## config.mk

```make
export PLATFORM = sky130hd
export DESIGN_NAME = adder_chk_fifo
export DESIGN_NICKNAME = d
export VERILOG_FILES = /design/src/rtl/adder_chk_fifo.sv
export SDC_FILE = /design/constraint.sdc
export NUM_CORES = 1
export LEC_CHECK = 0
export BUFFER_PORTS_ARGS = -buffer_cell sky130_fd_sc_hd__buf_2
export CORE_MARGIN = 5
export CORE_UTILIZATION = 55
export DETAILED_ROUTE_END_ITERATION = 6
export GPL_ROUTABILITY_DRIVEN = 0
export PLACE_DENSITY_LB_ADDON = 0.1
export REMOVE_ABC_BUFFERS = 1
export SYNTH_ARGS = -nofsm -noshare
export SYNTH_HDL_FRONTEND = slang
export SYNTH_SLANG_ARGS = --single-unit
```

## constraint.sdc

```tcl
create_clock -name clk -period 3.15 [get_ports clk]
set_input_delay 0.63 -clock clk [delete_from_list [all_inputs] [get_ports clk]]
set_output_delay 0.63 -clock clk [all_outputs]
set_load 0.005 [all_outputs]
```

## src/rtl/adder_chk_fifo.sv

```systemverilog
// Single-clock FIFO holding mismatch records; a pop frees a slot in the
// same edge, so push+pop while full succeeds with occupancy unchanged.
module adder_chk_fifo #(
  parameter int WIDTH = 18,
  parameter int DEPTH = 4
) (
  input  logic             clk,
  input  logic             rst_n,
  input  logic             clr,
  input  logic             push,
  input  logic             pop,
  input  logic [WIDTH-1:0] wdata,
  output logic [WIDTH-1:0] rdata,
  output logic             full,
  output logic             empty
);

  localparam int AW = $clog2(DEPTH);

  logic [AW:0]      wr_q, rd_q;
  logic [AW:0]      wr_d, rd_d;
  logic [WIDTH-1:0] mem_q [DEPTH];
  logic             wr_en, rd_en;

  assign empty = (wr_q == rd_q);
  assign full  = (wr_q[AW] != rd_q[AW]) && (wr_q[AW-1:0] == rd_q[AW-1:0]);
  assign rd_en = pop && !empty;
  assign wr_en = push && (!full || rd_en);
  assign rdata = mem_q[rd_q[AW-1:0]];

  always_comb begin
    wr_d = wr_q;
    rd_d = rd_q;
    if (clr) begin
      wr_d = '0;
      rd_d = '0;
    end else begin
      if (wr_en) wr_d = wr_q + (AW+1)'(1);
      if (rd_en) rd_d = rd_q + (AW+1)'(1);
    end
  end

  always_ff @(posedge clk) begin
    if (!rst_n) begin
      wr_q <= '0;
      rd_q <= '0;
    end else begin
      wr_q <= wr_d;
      rd_q <= rd_d;
    end
  end

  always_ff @(posedge clk) begin
    if (wr_en && !clr) mem_q[wr_q[AW-1:0]] <= wdata;
  end

endmodule

```

* After elaboration in Yosys (flattened, before gate mapping)
Memories as Yosys holds them, arrays and structs flattened. A register that Yosys moved wholly into a read port is not among the register bits. Index checks and enable logic that the tools add are counted.
Operators by class: add/sub/neg operators 2, equal/unequal tests 3, mux-type cells 4, bitwise operators 1, reductions and logical operators 9
Operator list (count):
- $add 3x1->3 const B | 2
- $logic_and 1x1->1 | 4
- $mux 2 | 2
- $eq 3x3->1 | 1
- $logic_not 1->1 | 3
- $eq 2x2->1 | 1
- $mux 1 | 2
- $reduce_or 2->1 | 1
- $logic_or 1x1->1 | 1
- $ne 1x1->1 | 1
- $not 1->1 | 1
Storage, ports and cells: bits in registers 6, bits in writable memories 72, input bits 23, output and inout bits 20, word-level logic and storage cells 22, memories 1
Memories:
- mem_q | words 4, bits a word 18, read ports 1, clocked after Yosys merged registers in 1, write ports 1, RTL line 22 | logic [WIDTH-1:0] mem_q [DEPTH];

* Depth between registers and ports, before layout
word-level depth 8, gate-level depth with buffers 4, gate-level depth less buffers 4

* Least setup slack after synthesis
No wires, ideal clock.
path kind in2reg, from in pop, to mem mem_q[0][0] (enable), library setup time 416 ps, arrival 2221 ps, required time 2734 ps, path slack 513 ps, stages 3, path buffers 0, path through inv_1 a41o_1 nor3_1
On the way: cells in the longest elaborated chain, start to end 6
Ends and longest elaborated chain:
- start, declared | RTL line 11 | input logic pop,
- $logic_and 1x1->1 | RTL line 27 | assign rd_en = pop && !empty;
- $logic_or 1x1->1 | RTL line 28 | assign wr_en = push && (!full || rd_en);
- $logic_and 1x1->1 | RTL line 28
- $logic_and 1x1->1 | RTL line 54 | if (wr_en && !clr) mem_q[wr_q[AW-1:0]] <= wdata;
- $mux 1 | RTL line 54
- $mux 1 (implied by the code) | RTL line 54
- end, declared | RTL line 22
Every way passes these cells.

==> results.toml <==
[global_route]
grt_max_degree = 19
grtUsageTotal_pct = 15.9
grt_pass1_wl_mm = 8.63
grt_pass1_vias = 1676
gr-total-overflow = 0
antenna_found_initial = 0

[logic_synthesis]
syn-cell-area_mm2 = 0.00322
synthFlopType = "edfxtp_1"
synth_edf_count = 72
seq_area_frac_synth_pct = 72.0
async_reset_ff_share_pct = 0
ys_types = 27
ys_warn_count = 0
netlist_instances = 155
avgSynthCellArea_um2 = 20.8
synth_seq_cells = 80

[clock_tree]
clock_latency_ns = 0.34
postCtsHoldBufs = 0
tritoncts = "yes"
clk_pin_slew_worst_paths_ns = 0.07
cts.sinks = 80
cts_resized = 0
root_buffer = "clkbuf_8"
htree_levels = 3
cts_buffers = 9
clockBufferDepth = 2
cts_setup_buffers = 0

[setup_path]
critPathSlowestCell = "dfxtp_1"
cpPeakStageDelay_ns = 0.61
crit_path_end_kind = "output port"
path_max_fanout = 10
start_kind = "register"
path_cells = "buf_4 > mux4_1 > buf_2"
worstPathArrival_ns = 1.97
critPathKind = "reg -> out"
cp.required_ns = 2.52

[floorplanning]
ios = 43
initial_utilization_pct = 57.5
die-area_mm2 = 0.00749
row_count = 27
die_w_um = 86.6
core_mm2 = 0.00561
dieHeight_um = 86.6

[routing]
top_layer = "met4"
drc = 0
wl_met1_mm = 2.28
drt-total-wl_mm = 5.42
first_pass_iters = 4
wl_per_cell_um = 18.8
via_per_inst = 5.55
dr_wl_met3_um = 215
ant_nets = 0
routed-wl-met2_mm = 2.81
vias = 1598
drt-initial-drc-count = 96

[power]
p_total_mw = 1.91
ir_drop_uv = 300
p_leak_nw = 1.33
power_density_mw_per_mm2 = 511

[cells_and_area]
finalNetCount = 239
layout-drive-gt1-share_pct = 34.3
area_growth_pct = 15.8
mostFrequentLayoutCells = "edfxtp_1, buf_2, mux4_1"
final_common_cell = "edfxtp_1"
antenna_cells = 0
fin_cells = 288
fillers = 403

[timing]
fin_skew_ns = 0.0115
worstMarginPinSlew_ns = 0.812
relSlewSlack_pct = 45.8
whs_ns = 0.503
setup_viol = 0
slew_viol_final = 0
hold_violations = 0
fin_crit_sh_pct = 82.7
tns_ns = 0
fin_ws_ns = 0.545
max_freq_ghz = 0.384
rsz0062_at_grt = "false"
fin_crit_ns = 2.60

[run]
drv_cap = 0

[placed_design]
dpl.hpwl_mm = 3.71
place_ws_ns = 0.867
dp.cells = 272
io_buffers = 42

[outcome]
status = "finished clean"

[hold_path]
hp-class = "in -> reg"
path summary, 6_finish.rpt:
check	start	end	slack [ns]	depth (start not counted)
min	wdata[10]	mem_q[1][10]$_DFFE_PP_	0.50	1
min reg2reg	wr_q[2]$_SDFFE_PP0P_	wr_q[2]$_SDFFE_PP0P_	0.52	2
max reg2reg	wr_q[1]$_SDFFE_PP0P_	mem_q[3][2]$_DFFE_PP_	1.07	4
max	register	rdata[2]	0.55	3
power by group:
part           internal (mW)  total, mW  switching, mW
Clock                  0.304      0.636          0.332
Sequential              1.17       1.18        0.00651
Combinational         0.0435     0.0925         0.0489
area by class of cell:
cell class	count	area, µm²	area share [%]
multi-input cells	61	850	22.8
repair buffers	50	270	7.24
flip-flops and latches	80	2320	62.2
clock buffers	12	145	3.89
well taps	72	90.1	2.41
inverters	9	33.8	0.905
clock inverters	4	22.5	0.603
state kept, by name (all words and copies together) (netlist names), named ones only:
signal	flops
wr_q	3
rd_q	3
mem_q	72
kinds of logic (layout without fill, tap and decap cells):
logic type / count (synthesis) / in the layout / share of synthesized area [%]
DFF: 80 / 80 / 72.0
muxes: 24 / 24 / 16.5
and+or+nand+nor: 21 / 21 / 3.07
buffers and inverters: 14 / 75 / 2.17
AOI/OAI and AO/OA: 7 / 7 / 2.72
adders and majority gates: 5 / 5 / 1.94
xor gates and xnor gates: 4 / 4 / 1.55
metal layers:
layer	vias up	global-route usage (%)
li1	744	-
met1	808	19.1
met2	35	26.4
met3	11	3.90
met4	0	8.92
met5	-	0
through the flow:
stage	utilization (%)	area, µm²
2_1_floorplan	-	3190
3_3_place_gp	63.6	3570
3_5_place_dp	63.6	3570
4_1_cts	66.6	3730
5_1_grt	66.6	3730
6_report	66.6	3730
Yosys cell counts, types with 2 or more instances:
library cell   n  area, µm²
nor2_1         2       7.51
mux4_1        18        473
dfxtp_1        8        160
inv_1          9       33.8
nand2_1       11       41.3
edfxtp_1      72       2160
nor3_1         3       15.0
mux2i_1        6       60.1
ha_1           5       62.6
nand2b_1       2       12.5
xnor2_2        2       32.5
buf_6          2       22.5
worst max-delay path, delay by kind of cell (launching register included):
| family | cells | cell delay (ns) |
|---|---|---|
| buffers and inverters | 2 | 0.45 |
| DFF | 1 | 0.61 |
| muxes | 1 | 0.58 |
Note: power is estimated with default switching activity, not from simulation.
